`config.mk`:
```
export PLATFORM = sky130hd
export DESIGN_NAME = cs_win_filter
export DESIGN_NICKNAME = d
export VERILOG_FILES = /design/src/rtl/cs_pkg.sv /design/src/rtl/cs_appr_sel.sv /design/src/rtl/cs_win_filter.sv
export SDC_FILE = /design/constraint.sdc
export NUM_CORES = 1
export LEC_CHECK = 0
export CAP_MARGIN = 10
export CORE_ASPECT_RATIO = 0.8
export CORE_UTILIZATION = 59
export DETAILED_ROUTE_END_ITERATION = 10
export GPL_TIMING_DRIVEN = 1
export HOLD_SLACK_MARGIN = 0.1
export PLACE_DENSITY_LB_ADDON = 0.08
export SKIP_LAST_GASP = 1
export SLEW_MARGIN = 20
export SYNTH_ARGS = -nofsm -noshare
export SYNTH_HDL_FRONTEND = slang
export SYNTH_SLANG_ARGS = --single-unit
```
`constraint.sdc`:
```
create_clock -name clk -period 27.5 [get_ports clk]
set_input_delay 5.5 -clock clk [delete_from_list [all_inputs] [get_ports clk]]
set_output_delay 5.5 -clock clk [all_outputs]
set_load 0.005 [all_outputs]
```
`src/rtl/cs_pkg.sv`:
```
// cs_pkg: shared constants and parameter helpers for the CS window filter.
package cs_pkg;

  localparam int CS_DATA_W = 8;
  localparam int CS_WIN    = 9;
  localparam int CS_SHIFT  = 3;

  // Running-sum width: WIN samples of DATA_W bits cannot overflow this.
  function automatic int cs_sum_w(input int data_w, input int win);
    return data_w + $clog2(win);
  endfunction

  // Output width: (sum + WIN*Xappr) needs one more doubling, minus the shift.
  function automatic int cs_out_w(input int data_w, input int win, input int shift);
    return data_w + $clog2(2 * win) - shift;
  endfunction

  // Legal window depth is 2..64.
  // The shift must leave at least one result bit.
  function automatic bit cs_params_ok(input int data_w, input int win, input int shift);
    return (win >= 2) && (win <= 64) && (shift >= 0) &&
           (shift < data_w + $clog2(2 * win));
  endfunction

endpackage

```
`src/rtl/cs_appr_sel.sv`:
```
// cs_appr_sel: picks Xappr, the largest window sample not above the window
// average. There is no divider: s qualifies iff s*WIN <= sum. Non-qualifying
// lanes become 0 before a max-reduction tree. This is safe because the window
// minimum always qualifies, so a real qualifier is never beaten by a 0.
module cs_appr_sel import cs_pkg::*; #(
  parameter int DATA_W = CS_DATA_W,
  parameter int WIN    = CS_WIN,
  parameter int SUM_W  = cs_sum_w(CS_DATA_W, CS_WIN)
) (
  input  logic [WIN-1:0][DATA_W-1:0] win,
  input  logic [SUM_W-1:0]           sum,
  output logic [DATA_W-1:0]          xappr
);

  localparam int CMP_W = DATA_W + $clog2(2 * WIN);
  localparam int LVLS  = $clog2(WIN);
  localparam int NP    = 1 << LVLS;

  logic [WIN-1:0] qual;

  // Per-lane qualify test, evaluated at full width.
  for (genvar i = 0; i < WIN; i++) begin : g_qual
    assign qual[i] = (CMP_W'(win[i]) * CMP_W'(WIN)) <= CMP_W'(sum);
  end

  // Max tree. Level 0 holds the masked leaves, padded with zeros up to a power of two.
  for (genvar l = 0; l <= LVLS; l++) begin : lvl
    logic [(NP>>l)-1:0][DATA_W-1:0] v;
    if (l == 0) begin : g_leaf
      for (genvar i = 0; i < NP; i++) begin : g
        if (i < WIN) begin : g_live
          assign v[i] = qual[i] ? win[i] : '0;
        end else begin : g_pad
          assign v[i] = '0;
        end
      end
    end else begin : g_node
      for (genvar j = 0; j < (NP >> l); j++) begin : g
        assign v[j] = (lvl[l-1].v[2*j] > lvl[l-1].v[2*j+1]) ?
                      lvl[l-1].v[2*j] : lvl[l-1].v[2*j+1];
      end
    end
  end

  assign xappr = lvl[LVLS].v[0];

endmodule

```
`src/rtl/cs_win_filter.sv`:
```
// cs_win_filter: sliding-window CS filter.
// Stage 1 shifts accepted samples into the window and keeps a running sum.
// Stage 2 computes y = (sum + WIN*Xappr) >> SHIFT one edge later.
// Define CS_WIN_CLR_EN to add a synchronous clr input that empties the window.
module cs_win_filter import cs_pkg::*; #(
  parameter int DATA_W = CS_DATA_W,
  parameter int WIN    = CS_WIN,
  parameter int SHIFT  = CS_SHIFT,
  localparam int OUT_W  = cs_out_w(DATA_W, WIN, SHIFT),
  localparam int FILL_W = $clog2(WIN + 1)
) (
  input  logic              clk,
  input  logic              reset,
`ifdef CS_WIN_CLR_EN
  input  logic              clr,
`endif
  input  logic              in_valid,
  input  logic [DATA_W-1:0] x,
  output logic              out_valid,
  output logic [OUT_W-1:0]  y,
  output logic [FILL_W-1:0] fill
);

  localparam int SUM_W = cs_sum_w(DATA_W, WIN);
  localparam int EXT_W = DATA_W + $clog2(2 * WIN);

  if (!cs_params_ok(DATA_W, WIN, SHIFT)) begin : g_bad_params
    $error("cs_win_filter: illegal DATA_W/WIN/SHIFT combination");
  end

  logic                      clr_w;
  logic [WIN-1:0][DATA_W-1:0] win_q, win_d, base_win;
  logic [SUM_W-1:0]          sum_q, sum_d, base_sum;
  logic [FILL_W-1:0]         fill_q, fill_d, base_fill;
  logic [DATA_W-1:0]         oldest, xappr;
  logic [EXT_W-1:0]          ext;
  logic [OUT_W-1:0]          y_calc;
  // vld_pipe[0]: this accept fills the window; [1]: stage-1 reg; [2]: out_valid
  logic [2:0]                vld_pipe;

`ifdef CS_WIN_CLR_EN
  assign clr_w = clr;
`else
  assign clr_w = 1'b0;
`endif

  // Next window/sum/fill: apply clr first, then any accepted sample on top.
  always_comb begin
    base_win  = clr_w ? '0 : win_q;
    base_sum  = clr_w ? '0 : sum_q;
    base_fill = clr_w ? '0 : fill_q;
    oldest    = (base_fill == FILL_W'(WIN)) ? base_win[WIN-1] : '0;
    win_d     = base_win;
    sum_d     = base_sum;
    fill_d    = base_fill;
    if (in_valid) begin
      win_d  = {base_win[WIN-2:0], x};
      sum_d  = base_sum + SUM_W'(x) - SUM_W'(oldest);
      fill_d = (base_fill == FILL_W'(WIN)) ? base_fill : base_fill + 1'b1;
    end
  end

  assign vld_pipe[0] = in_valid && (fill_d == FILL_W'(WIN));

  cs_appr_sel #(.DATA_W(DATA_W), .WIN(WIN), .SUM_W(SUM_W)) u_appr_sel (
    .win   (win_q),
    .sum   (sum_q),
    .xappr (xappr)
  );

  assign ext    = EXT_W'(sum_q) + EXT_W'(WIN) * EXT_W'(xappr);
  assign y_calc = OUT_W'(ext >> SHIFT);

  // Stage 1: window shift register, running sum, fill counter.
  always_ff @(posedge clk or negedge reset) begin
    if (!reset) begin
      win_q  <= '0;
      sum_q  <= '0;
      fill_q <= '0;
    end else begin
      win_q  <= win_d;
      sum_q  <= sum_d;
      fill_q <= fill_d;
    end
  end

  // Valid pipeline and output register. clr kills a result still in flight.
  always_ff @(posedge clk or negedge reset) begin
    if (!reset) begin
      vld_pipe[2:1] <= '0;
      y             <= '0;
    end else begin
      vld_pipe[2:1] <= {vld_pipe[1] & ~clr_w, vld_pipe[0]};
      if (vld_pipe[1] && !clr_w) y <= y_calc;
    end
  end

  assign out_valid = vld_pipe[2];
  assign fill      = fill_q;

endmodule

```
-- After elaboration in Yosys (flattened, before gate mapping)
Index checks and enable logic that the tools add are counted.
- bits in registers: 100
- bits of input ports: 11
- output and inout port bits: 15
- word-level logic and storage cells: 73
- add/subtract/negate cells: 4
- $mul: 10
- $lt $le $gt $ge: 20
- eq/ne operators: 2
- mux-type cells: 23
- reduce and logical (&&, ||, !) cells: 1
- operator list (operator ; number):
    2-to-1 mux 8 bit ; 21
    less-or-equal comparator 12 bit ; 9
    multiplier 8 x 4 -> 12 bit (second input constant) ; 9
    greater-than comparator 8 bit ; 8
    greater-than comparator 8 x 1 -> 1 bit (second input constant) ; 3
    adder 12 x 12 -> 13 bit ; 1
    adder 12 x 8 -> 12 bit ; 1
    multiplier 4 x 8 -> 12 bit (first input constant) ; 1
    subtractor 12 x 8 -> 12 bit ; 1
    equality test 4 bit (second input constant) ; 2
    2-to-1 mux 4 bit ; 2
    adder 4 x 1 -> 4 bit (second input constant) ; 1
    logical AND 1 bit ; 1

-- Longest topological paths before layout
Gate-level depths: netlist of the first run.
- depth in word-level cells: 13
- gate-level depth with buffers: 64
- gate-level depth less buffers: 62

-- Hierarchy
Synthesis of the first run repeated with hierarchy kept, for this count alone.
- cell total of the unflattened synthesis: 1418
- area, all modules: 12822.3 µm²
- modules (own cells, without submodules) (module ; times used ; cells an instance ; area each (µm²) ; sequential area each (µm²)):
    cs_appr_sel ; 1 ; 988 ; 7604.8 ; 0.0
    cs_win_filter ; 1 ; 430 ; 5217.5 ; 2502.4

-- Worst setup path before layout of the first run
Ideal clock, no wire load.
- path type: register -> register
- start: reg win_q (netlist bit base_win[49])
- end: reg y[3]
- library setup time: 0.120 ns
- arrival time: 11.968 ns
- required time: 27.380 ns
- path slack: 15.411 ns
- cell stages (with the launch flop): 63
- buffers on the path: 4
- clock period less this slack: 12.089 ns
- cells stage by stage: dfrtp_1 -> ha_1 -> ha_1 -> inv_1 -> fa_1 -> inv_1 -> a21oi_1 -> o21ai_0 -> a21o_1 -> nand2_1 -> xnor2_1 -> ha_1 -> nand4_1 -> a211o_1 -> a31o_2 -> nand2_1 -> inv_1 -> ha_1 -> [... 27 more ...] -> o21ai_0 -> a21oi_1 -> o21bai_1 -> a21o_1 -> clkbuf_1 -> nor3_1 -> a32o_1 -> or3_4 -> ha_1 -> inv_1 -> fa_1 -> inv_1 -> ha_1 -> and2_1 -> and3_1 -> nor3b_1 -> or4_1 -> a31o_2
- word-level cells in the longest chain between the ends: 13
- ends and longest elaborated chain (item ; RTL line ; RTL):
    from (decl) ; cs_win_filter.sv:32 ; logic [WIN-1:0][DATA_W-1:0] win_q, win_d, base_win;
    from (signal assigned) ; cs_win_filter.sv:81 ; win_q <= win_d;
    multiplier 8 x 4 -> 12 bit ; cs_appr_sel.sv:23 ; assign qual[i] = (CMP_W'(win[i]) * CMP_W'(WIN)) <= CMP_W'(sum);
    less-or-equal comparator 12 bit ; cs_appr_sel.sv:23 ;
    2-to-1 mux 8 bit (*) ; cs_appr_sel.sv:32 ; assign v[i] = qual[i] ? win[i] : '0;
    greater-than comparator 8 bit ; cs_appr_sel.sv:39 ; assign v[j] = (lvl[l-1].v[2*j] > lvl[l-1].v[2*j+1]) ?
    2-to-1 mux 8 bit (*) ; cs_appr_sel.sv:39 ;
    greater-than comparator 8 bit ; cs_appr_sel.sv:39 ;
    2-to-1 mux 8 bit (*) ; cs_appr_sel.sv:39 ;
    greater-than comparator 8 bit ; cs_appr_sel.sv:39 ;
    2-to-1 mux 8 bit (*) ; cs_appr_sel.sv:39 ;
    greater-than comparator 8 bit ; cs_appr_sel.sv:39 ;
    2-to-1 mux 8 bit (*) ; cs_appr_sel.sv:39 ;
    multiplier 4 x 8 -> 12 bit (*) ; cs_win_filter.sv:71 ; assign ext = EXT_W'(sum_q) + EXT_W'(WIN) * EXT_W'(xappr);
    adder 12 x 12 -> 13 bit (*) ; cs_win_filter.sv:71 ;
    to (signal assigned) ; cs_win_filter.sv:94 ; if (vld_pipe[1] && !clr_w) y <= y_calc;
    to (decl) ; cs_win_filter.sv:20 ; output logic [OUT_W-1:0] y,
Every way passes the cells marked *; elsewhere a longest branch is shown, timed or not.
A chain may end at the register's enable or synchronous reset.

-- Final worst setup path of the first run
- start: reg win_q (netlist bit base_win[49])
- end: reg y[6]
The elaborated chain is that of the path after synthesis.

==> flow_results.org, run 1 <==
** Critical path
- The worst setup path is launched from a flop.
- In this design, the critical path's most frequently occurring cell is ha_1.
- CP arrival :: 14.06 ns
- Critical path data required time :: 27.77 ns
- The critical path in this run is classified as reg -> reg.
- The slowest stage of the critical path is the o31ai_2 cell.
- In this design, the stage delay of the slowest critical-path cell is 0.83 ns.
- Highest net fanout along the worst path :: 14
- Endpoint kind of the worst setup timing path :: flop

** STA
- In the final timing run, aggregate negative setup slack is 0 ns.
- In this run the tightest slew margin relative to its limit is 0.238.
- Setup repair after global routing left no endpoint under its margin.
- The final-report max-slew violation count came to 0.
- Worst hold slack :: 0.509 ns
- Worst clock skew :: 0.00586 ns
- Max frequency :: 0.0725 GHz
- Least setup slack across all paths after layout :: 13.71 ns
- At the pin with the least slew margin, the transition time is 1.13 ns.
- Post-route fraction of the period consumed by the critical path :: 0.502
- Min Clock Period, post-route :: 13.79 ns
- The final hold violation count is 0.
- Setup violation total in the final timing report :: 0

** Outcome
- The final reports fail on design-rule violations.
- Outcome :: finished with violations

** Final layout
- Area taken by flip-flops and latches :: 0.00250 mm^2
- Nets :: 1755
- In the final layout, the multi-input gates occupy 0.00939 mm^2.
- The repair_antennas step left the layout with diodes totalling 0.
- Counting the fill cells in the layout gives 1783.
- Compared with the post-synthesis result, the final layout area differs by 7.11%.
- Ratio of cells with drive above 1 in the final layout :: 0.0817

** Logic synthesis
- Synth Net Count :: 1731
- Synth unique cells :: 68
- Fraction of registers with async set/reset :: 1.00
- A synthesized cell averages 8.98 um^2.
- The synthesized design contains 0 enable-type register cells.
- Number of storage elements in the synthesis netlist :: 100
- In the synthesized netlist, the number of instances is 1403.
- For this run, the number of Yosys warnings is 0.
- Post-synthesis cell area :: 0.0126 mm^2
- The share of the Yosys chip area taken by registers is 0.199.
- In the synthesized netlist the dominant register cell turns out to be dfrtp_1.

** Clock network
- Buffers from clock root to sink, at most :: 2
- TritonCTS built the clock tree.
- In this run the post-CTS setup repair buffer count came out at 0.
- The H-tree was split into 3 levels.
- Count of cells resized by post-cts repair :: 0
- Number of buffers inserted during clock tree synthesis :: 9
- Clock transition time at the flip-flop clock pins of the worst setup and hold paths :: 0.07 ns
- Clock latency on the worst-skew pair, taken at its later pin, is 0.36 ns.
- Number of sinks driven by the clock tree :: 100
- The number of hold buffers added after CTS was 0.
- Clock root buffer :: clkbuf_16

** GRT
- Across every metal layer, demand over resource in global routing totals 0.307.
- Pin count of the biggest net entering global routing :: 61
- Total overflow reported by the global router :: 0
- The initial antenna violation count was 1.
- Global-route wire length before repair :: 52200 um
- The via count of the first global-routing pass was 10000.

** Drt
- Dividing the detail-routed via count by the number of cells gives 6.11.
- In this run, the number of DRC markers left after iteration 0 of detailed routing was 620.
- Detailed-route via count :: 10400
- Total DRC errors in the routed layout :: 2
- Number of nets with antenna violations after routing :: 0
- Drt pass-1 iters :: 10
- Sum of routed wire length over all layers :: 32200 um
- After detailed routing, the average wire length per cell comes to 18.9 um.

** Run
- The tool flagged a number of max-cap violations equal to 0.

** Placement
- HPWL reported at the end of detailed placement :: 24500 um
- During placement, the flow inserted port buffers numbering 25.
- Timing analysis after detailed placement gives a worst setup slack of 13.92 ns.
- Final Wtd Congestion :: 0.946

** Min path
- The path class of the tightest hold or removal check is reg -> reg.

** Floorplan
- Die area :: 0.0219 mm^2
- Top Ports :: 26
- Die X-Extent :: 165 um
- The initial utilization of the core area, before any placement, comes to 0.605.
- The floorplan step set the die height to 133 um.
- The total area inside the core boundary comes to 0.0208 mm^2.
- Number of rows in the core area :: 47
-- stage by stage --
step,instances,cell area [um^2],util
6_report,1701,13500,0.648
2_1_floorplan,1403,12600,-
4_1_cts,1701,13500,0.648
3_5_place_dp,1685,13200,0.632
5_1_grt,1701,13500,0.648
3_3_place_gp,1685,13200,0.632
-- final timing paths --
| check | startpoint | to | slack [ns] | cells past startpoint |
|---|---|---|---|---|
| max | base_win[49] | y[6] | 13.71 | 58 |
| min | y[0] | y[0] | 0.51 | 1 |
| max reg2reg | base_win[49] | y[6] | 13.71 | 58 |
| min reg2reg | y[0] | y[0] | 0.51 | 1 |
| max in group asynchronous | reset | out_valid | 21.17 | 2 |
| min in group asynchronous | reset | base_win[38] | 5.14 | 1 |
-- cells in the mapped netlist (all sizes together) (7+ instances only) --
master,count,area share
ha,295,0.29
inv,165,0.049
nand2,114,0.034
dfrtp,100,0.20
a21oi,93,0.037
o21ai,76,0.030
mux2,75,0.067
a21o,64,0.038
nor2,49,0.015
xnor2,45,0.031
nand4,33,0.016
and2,30,0.015
mux2i,24,0.019
nand3,24,0.0095
fa,22,0.035
nor2b,20,0.0099
clkbuf,17,0.0051
xor2,13,0.0090
nor3,12,0.0048
o31ai,12,0.0079
o211ai,11,0.0066
nand2b,8,0.0040
o21a,8,0.0048
and3,7,0.0039
-- state kept, by name, indices dropped and copies added (netlist names) --
name       flops
base_win      72
base_sum      12
y             10
fill           4
out_valid      1
vld_pipe       1
-- area by class of cell --
class | count | area share
inverter | 166 | 0.0462
tap | 269 | 0.0250
clock inverter | 7 | 0.00733
multi-input combinational | 1116 | 0.696
sequential | 100 | 0.186
timing repair buffer | 34 | 0.0232
clock buffer | 9 | 0.0167
-- cells by family after synthesis --
kind of cell / synth area share
compound gates: 0.166
fa+ha+maj: 0.328
mux: 0.0861
flops: 0.199
xor+xnor: 0.0403
buf+inv: 0.0561
simple gates: 0.125
-- cells in the final DEF (no fill, tap or decap), types with 12 or more instances in the layout --
master           synthesis  routed
and2_1                  30      30
a21o_1                  64      64
o21ai_0                 76      76
mux2_2                  75      75
ha_1                   295     295
nor2_1                  49      49
nor2b_1                 20      20
inv_1                  165     165
fa_1                    22      22
xnor2_1                 45      45
xor2_1                  13      13
nand4_1                 33      33
clkdlybuf4s50_1          0      23
nand3_1                 24      24
dfrtp_1                100     100
a21oi_1                 92      92
mux2i_1                 24      24
nor3_1                  12      12
nand2_1                114     114
-- critical path: cells and delay by family (launching register included) --
kind	cells	cell delay, ns
xor+xnor	1	0.16
mux	2	0.72
compound gates	24	6.18
fa+ha+maj	11	3.26
flops	1	0.45
simple gates	15	2.57
buf+inv	5	0.36
-- metal layers --
layer	up-vias	track usage	wire (um)
met2	257	0.473	13900
met1	4976	0.446	15700
met4	0	0.0854	857
met3	57	0.0420	1720
li1	5098	-	-
met5	-	0	0
Power of run 1 is not shown: default switching activity piles up to over one toggle a cycle in this logic, so the estimate is an artifact.
==> run 2: changes to the inputs <==
==> constraint.sdc (replaced) <==
create_clock -name clk -period 11.25 [get_ports clk]
set_input_delay 2.25 -clock clk [delete_from_list [all_inputs] [get_ports clk]]
set_output_delay 2.25 -clock clk [all_outputs]
set_load 0.005 [all_outputs]
==> flow_results.org, run 2 (synthesized netlist as in run 1, its figures left out) <==
** GRT
- Global-route wire length before repair :: 57900 um (+11%)
- Total overflow reported by the global router :: 0 (unchanged)
- The initial antenna violation count was 0 (-1).
- The overall fraction of global-route tracks in use came to 0.344 (+0.0372).
- The via count of the first global-routing pass was 11100 (+10%).
- Pin count of the biggest net entering global routing :: 56 (-8.2%)

** STA
- The worst relative slew slack came to 0.249 (+0.0111).
- Final hold violation count :: 0 (unchanged)
- The worst clock skew on the final layout was 0.0124 ns (+0.00658 ns).
- The transition time of the tightest slew-check pin is 1.12 ns (-0.0165 ns).
- Post-route fraction of the period consumed by the critical path :: 1.06 (+0.557)
- Least setup slack across all paths after layout :: -0.659 ns (-14.37 ns)
- Min Clock Period, post-route :: 11.91 ns (-1.88 ns)
- Pins over their slew limit :: 0 (unchanged)
- The maximum achievable frequency is 0.0840 GHz (+16%).
- RSZ-0062 raised after global routing :: yes
- The smallest hold slack came to 0.532 ns (+0.0225 ns).
- The number of setup violations in the final report was 9 (+9).

** Clock network
- Buffers from clock root to sink, at most :: 2 (unchanged)
- Number of buffers inserted during clock tree synthesis :: 9 (unchanged)
- The tree is rooted in a clkbuf_16.
- The number of buffers added to fix hold violations after cts came to 0 (unchanged).
- TritonCTS built the clock tree.
- Clock transition time at the flip-flop clock pins of the worst setup and hold paths :: 0.07 ns (about the same)
- The H-tree depth was 3 (unchanged).
- The clock latency at the later pin of the worst-skew pair was 0.36 ns (about the same).
- The number of clock sinks seen by CTS is 100 (unchanged).

** Placement
- Port Buf Inserts :: 25 (unchanged)
- The HPWL after detailed placement came to 27100 um (+10%).
- The worst setup slack after placement came to -1.05 ns (-14.97 ns).
- Final Wtd Congestion :: 0.961 (+1.5%)

** Final layout
- Ratio of cells with drive above 1 in the final layout :: 0.236 (+0.154)
- Count of fill cells added during filler insertion :: 1535 (-14%)
- The diode insertion count for antenna repair is 0 (unchanged).
- The final layout net count came to 1946 (+11%).
- Leading cell type in the layout, fill and taps excluded :: ha_1
- In the layout the commonest cells are ha_1, buf_4, inv_1, nand2_1, dfrtp_1.
- From synthesis to final layout, the design area changed by 23.4%.
- The number of flip-flops in the largest register was 72 (unchanged).

** Floorplan
- The row count is 47 (unchanged).
- Top Ports :: 26 (unchanged)
- The core footprint was 0.0208 mm^2 (unchanged).
- Die area :: 0.0219 mm^2 (unchanged)
- The die extent in y came to 133 um (unchanged).
- The width of the chip was 165 um (unchanged).
- The initial core utilization came to 0.605 (unchanged).

** Critical path
- STA classifies the critical path endpoint as a flop.
- The signal arrival time at the worst endpoint is 12.15 ns (-1.91 ns).
- On the critical path, the stage with the largest delay is an instance of fa_1.
- Number of cell instances on the worst register-to-register path :: 62 (+6.9%)
- CP startpoint kind :: flop
- The worst setup path is of the reg -> reg kind.
- In this run the critical register-to-register path is launched from base_win[57].
- The peak fanout along the critical path came to 6 (-8).
- Worst setup path start :: base_win[57]
- Critical path data required time :: 11.49 ns (-16.28 ns)
- Slowest stage delay, CP :: 0.50 ns (-0.33 ns)

** Drt
- Total DRC errors in the routed layout :: 2 (unchanged)
- Sum of routed wire length over all layers :: 36800 um (+14%)
- The count of antenna-violating nets left after detailed routing came to 0 (unchanged).
- The first-pass detailed-route iteration total is 10 (unchanged).
- Detailed-route via count :: 11400 (+9.3%)
- Post-DR wirelength/cell :: 19.4 um (+2.7%)
- The average vias per placed instance was 6.00 (-1.7%).
- Violation count after the first detailed-route iteration :: 711 (+15%)

** Min path
- The min-delay analysis places its worst path in the category reg -> reg.
- WHS Path Cells :: 2 (+1)
- The worst hold path begins at y[6].

** Outcome
- Outcome :: finished with violations
- The checks that failed: design-rule violations, negative setup slack.

** Run
- Maximum capacitance violations :: 0 (unchanged)
run 2: cell count changes in the layout (fill, tap and decap cells not counted), sizes merged:
cell / previous run / this run
o22ai: 6 / 7
clkbuf: 9 / 13
buf: 11 / 201
bufinv: 2 / 1
clkinv: 3 / 2
inv: 167 / 165
run 2: metal layers:
layer | wire length (um) | share of wire | vias up | GRT usage
met2 | 16200 | 0.44 | 348 | 0.530
met4 | 1130 | 0.031 | 0 | 0.115
li1 | - | - | 5470 | -
met5 | 0 | 0 | - | 0
met3 | 2700 | 0.073 | 83 | 0.0762
met1 | 16700 | 0.45 | 5453 | 0.474
run 2: per-stage QoR:
step                      instance area [um^2]  std cells  TNS [ns]  utilization
after detailed placement                 14400       1839     -7.20        0.694
after CTS                                15100       1874    -0.252        0.728
after global routing                     15500       1892     -8.28        0.746
after global placement                   14400       1839     -3.89        0.694
final                                    15500       1892     -4.49        0.746
after floorplan                          12700       1403   -0.0379            -
run 2: cell type report:
| type | instances | area, um^2 | share of cell area |
|---|---|---|---|
| clock buffer | 13 | 280 | 0.0180 |
| sequential | 100 | 2500 | 0.161 |
| timing repair buffer | 224 | 1800 | 0.116 |
| clock inverter | 3 | 42.5 | 0.00274 |
| tap | 269 | 337 | 0.0217 |
| inverter | 166 | 623 | 0.0401 |
| multi-input combinational | 1117 | 9950 | 0.641 |
run 2: worst paths after layout:
| check | end | slack (ns) |
|---|---|---|
| hold / removal | y[6] | 0.53 |
| min in group asynchronous | base_win[36] | 1.92 |
| hold reg to reg | y[6] | 0.53 |
| max in group asynchronous | base_sum[5] | 8.12 |
| setup reg to reg | y[9] | -0.66 |
| setup / recovery | y[9] | -0.66 |
run 2: critical path, delay by kind of cell, from the launching register on:
kind / cells / cell delay [ns]
compound gates: 24 / 4.54
xor+xnor: 1 / 0.13
fa+ha+maj: 11 / 3.13
buf+inv: 11 / 1.10
flops: 1 / 0.40
mux: 4 / 1.11
simple gates: 11 / 1.37
run 2: timing repair:
action	CTS	global route
setup buffers	16	19
pin swaps	23	42
setup endpoints to repair	10	10
gates cloned	3	0
resized for setup	53	49
Power of run 2 is left out for the same reason.
==> run 3: changes to the inputs <==
--- a/config.mk
+++ b/config.mk
@@ -6,7 +6,7 @@
 export NUM_CORES = 1
 export LEC_CHECK = 0
 export CAP_MARGIN = 10
-export CORE_ASPECT_RATIO = 0.8
+export CORE_ASPECT_RATIO = 0.5
 export CORE_UTILIZATION = 59
 export DETAILED_ROUTE_END_ITERATION = 10
 export GPL_TIMING_DRIVEN = 1
@@ -16,4 +16,5 @@
 export SLEW_MARGIN = 20
 export SYNTH_ARGS = -nofsm -noshare
 export SYNTH_HDL_FRONTEND = slang
+export SYNTH_HIERARCHICAL = 1
 export SYNTH_SLANG_ARGS = --single-unit
==> flow_results.org, run 3 <==
** Logic synthesis
- Post-synthesis cell area :: 0.0128 mm^2 (+1.8%)
- The synthesized-area fraction occupied by xor and xnor cells was 0.0417 (+0.00132).
- Synthesized instance count :: 1418 (+1.1%)
- Biggest area contributors in the synthesized netlist :: ha_1, dfrtp_1, mux2_2
- The number of warnings issued by yosys is 6 (+6).
- The portion of synthesized cell area occupied by the leading cell type was 0.287 (-0.00624).
- The synthesis-stage register bit count came to 100 (unchanged).
- The area share of fa/ha/maj cells after synthesis was 0.321 (-0.00687).
- The complex-gate fraction of the synthesized area is 0.172 (+0.00649).
- Leading cell type by number of instances after synthesis :: ha_1
- The number of nets produced by synthesis came to 1745 (+0.81%).
- EDFF count, synth :: 0 (unchanged)
- Area share of and/or/nand/nor cells after synthesis :: 0.121 (-0.00409)
- The count of cell types in the netlist came to 76 (+12%).
- The per-instance average area after synthesis was 9.04 um^2 (+0.75%).
- Top FF cell, synth :: dfrtp_1
- The fraction of registers with async set/reset came to 1.00 (unchanged).
- Sequential fraction of the synthesis area :: 0.195 (-0.00357)
- Main combinational cell family by area after synthesis :: adder cells
- ha_1 takes more of the synthesized area than any other cell.
- After synthesis, the most frequently instantiated cells are ha_1, inv_1, nand2_1.
- Multiplexer area fraction after synthesis :: 0.0909 (+0.00480)

** Clock network
- TritonCTS built the clock tree.
- The clock slew at the register clock pins of the worst setup and hold paths came to 0.07 ns (about the same).
- Number of sinks driven by the clock tree :: 100 (unchanged)
- Later-pin clock latency in the skew report :: 0.38 ns (+0.02 ns)
- The number of buffers created by CTS was 9 (unchanged).
- H-Tree Depth :: 3 (unchanged)
- The maximum buffer depth of the clock tree was 2 (unchanged).
- In this run the clock root is driven by a clkbuf_16.

** Drt
- Violation count after the first detailed-route iteration :: 773 (+8.7%)
- The total wire length after detailed routing came to 39400 um (+7.1%).
- The average vias per placed instance was 6.06 (+0.93%).
- Number of nets with antenna violations after routing :: 0 (unchanged)
- The count of unresolved DRC violations after routing came to 0 (-2).
- The first-pass detailed-route iteration total is 7 (-3).
- The average routed wire per standard cell was 20.3 um (+4.5%).
- Detailed-route via count :: 11700 (+3.4%)

** GRT
- Gr usage total :: 0.348 (+0.00425)
- The initial antenna violation count is 1 (+1).
- Vias in the first global route :: 11700 (+5.6%)
- Total overflow reported by the global router :: 0 (unchanged)
- Pin count of the biggest net entering global routing :: 66 (+18%)
- The global-route wire length before repair is 59800 um (+3.4%).

** STA
- The number of setup violations in the final report is 9 (unchanged).
- The transition time of the tightest slew-check pin came to 1.03 ns (-0.0838 ns).
- The maximum achievable frequency was 0.0847 GHz (+0.89%).
- The worst clock skew on the final layout is 0.00797 ns (-0.00446 ns).
- Slew Limit Headroom :: 0.307 (+0.0576)
- Post-route fraction of the period consumed by the critical path :: 1.05 (-0.00938)
- The final hold violation count was 0 (unchanged).
- The worst setup slack after layout was -0.553 ns (+0.105 ns).
- Pins over their slew limit :: 0 (unchanged)
- The final-layout setup total negative slack came to -4.12 ns (+0.370 ns).
- The post-layout minimum cycle time is 11.80 ns (-0.105 ns).
- RSZ-0062 raised after global routing :: yes

** Critical path
- Internal reg-to-reg setup slack :: -0.55 ns (+0.11 ns)
- Following the worst setup path forward leads to its endpoint at y[7].
- The required arrival time at the worst endpoint came to 11.52 ns (+0.03 ns).
- The peak fanout along the critical path came to 8 (+2).
- Number of cell instances on the worst register-to-register path :: 63 (+1.6%)
- Endpoint kind of the worst setup timing path :: flop
- Cell type of the slowest stage on the worst timing path :: fa_1
- Bufs and invs on worst path :: 11 (unchanged)
- Cell occurring most often along the worst timing path :: ha_1
- Grouping stages by cell kind, the critical path spends the most delay in compound AO/OA/AOI/OAI gates.
- The critical path starts at base_win[52].
- The startpoint identified for the worst register-to-register timing path is base_win[52].
- The endpoint identified for the worst register-to-register timing path is y[7].
- The instance count on the critical path came to 63 (+1.6%).
- CP arrival :: 12.07 ns (-0.08 ns)
- CP startpoint kind :: flop
- The delay of the slowest critical-path stage was 0.44 ns (-0.06 ns).
- The critical path in this run is classified as reg -> reg.

** Floorplan
- The core footprint was 0.0209 mm^2 (+0.52%).
- Die area :: 0.0224 mm^2 (+1.9%)
- Height of the die :: 106 um (-20%)
- The row count is 37 (-21%).
- Die X-Extent :: 210 um (+27%)
- Initial core utilization :: 0.613 (+0.00789)
- The number of I/O pins is 26 (unchanged).

** Final layout
- The diode insertion count for antenna repair came to 0 (unchanged).
- Layout Cell Area excl Fill :: 0.0161 mm^2 (+3.5%)
- Nets :: 1968 (+1.1%)
- The library cell used most frequently in the layout, excluding fill and tap cells, is ha_1.
- The library cells used most frequently in the layout, excluding fill and tap cells, are ha_1, buf_4, inv_1, dfrtp_1, nand2_1.
- The number of flip-flops in the largest register was 72 (unchanged).
- Area growth, synth to finish :: 25.4%
- The share of post-route cells with drive strength above 1 was 0.291 (+0.0550).

** Run
- Maximum capacitance violations :: 0 (unchanged)

** Min path
- The path class of the tightest hold or removal check is reg -> reg.
- The number of cells on the worst hold path came to 1 (-1).

** Placement
- The global placement routability congestion was 0.934 (-2.7%).
- The standard cell area after detailed placement is 0.0144 mm^2 (-0.54%).
- The quantity of I/O buffers inserted on ports was 25 (unchanged).
- HPWL reported at the end of detailed placement :: 27900 um (+3.0%)

** Outcome
- Violations in the final reports :: negative setup slack
- The run finished, with violations left.
## run 3: cell count changes after synthesis, moves of 6 or more
| cell | delta |
|---|---|
| a21oi_1 | +13 |
| mux2_2 | +9 |
| inv_1 | +7 |
| o221ai_1 | +11 |
| o21a_1 | +6 |
| o31ai_1 | -10 |
| a21o_1 | -13 |
| clkbuf_1 | -7 |
| buf_2 | +7 |
| a22oi_1 | +6 |
| o21ai_0 | -14 |
| and2_1 | -8 |
## run 3: worst min path at each step
| stage | start | endpoint | slack [ns] |
|---|---|---|---|
| 6_report | base_sum[11] | base_sum[11] | 0.51 |
| 5_1_grt | y[9] | y[9] | 0.53 |
| 4_1_cts | base_sum[11] | base_sum[11] | 0.51 |
| 3_5_place_dp | y[9] | y[9] | 0.50 |
| 3_3_place_gp | y[9] | y[9] | 0.47 |
| 2_1_floorplan | vld_pipe[1] | out_valid | 0.40 |
## run 3: cell type report
type                            instances  area (um^2)
Clock buffer                           11          253
Clock inverter                          5         43.8
Fill cell                            1472         4850
Inverter                              172          646
Multi-Input combinational cell       1127        10400
Sequential cell                       100         2500
Tap cell                              292          365
Timing Repair Buffer                  231         1820
## run 3: cell families (layout without fill, tap and decap cells)
logic type	count (synthesis)	in the layout
fa+ha+maj	316	316
compound gates	332	333
xor+xnor	61	61
simple gates	312	312
mux	105	105
buf+inv	192	419
flops	100	100
## run 3: metal layers
metal | up-vias | track usage | wire (um)
li1 | 5548 | - | -
met4 | 2 | 0.0771 | 621
met1 | 5701 | 0.460 | 17600
met5 | - | 0 | 7
met3 | 58 | 0.101 | 3450
met2 | 429 | 0.563 | 17700
## run 3: timing repair
item                       CTS  global route
resized for setup          100            67
hold buffers                 0             0
buffers inserted            55            34
setup endpoints to repair    9            10
cloned                       1             0
pin swaps                   63            91
## run 3: through the flow
| stage | worst slack (ns) | std cells | hold WS [ns] | utilization |
|---|---|---|---|---|
| floorplan | -0.00274 | 1418 | 0.400 | - |
| CTS | -0.0489 | 1904 | 0.508 | 0.740 |
| global route | -0.974 | 1938 | 0.528 | 0.768 |
| finish | -0.553 | 1938 | 0.506 | 0.768 |
| global placement | -0.147 | 1832 | 0.470 | 0.686 |
| detailed placement | -0.514 | 1832 | 0.496 | 0.686 |
## run 3: worst register-to-register path, delay by kind of cell (launching register included)
family | cells | cell delay (ns)
AO/OA/AOI/OAI | 24 | 4.40
AND/OR/NAND/NOR | 13 | 1.52
flip-flops | 1 | 0.40
multiplexers | 3 | 0.90
buffers and inverters | 11 | 1.30
XOR/XNOR | 2 | 0.24
adder cells (fa/ha/maj) | 10 | 3.00
Power of run 3 is left out for the same reason.
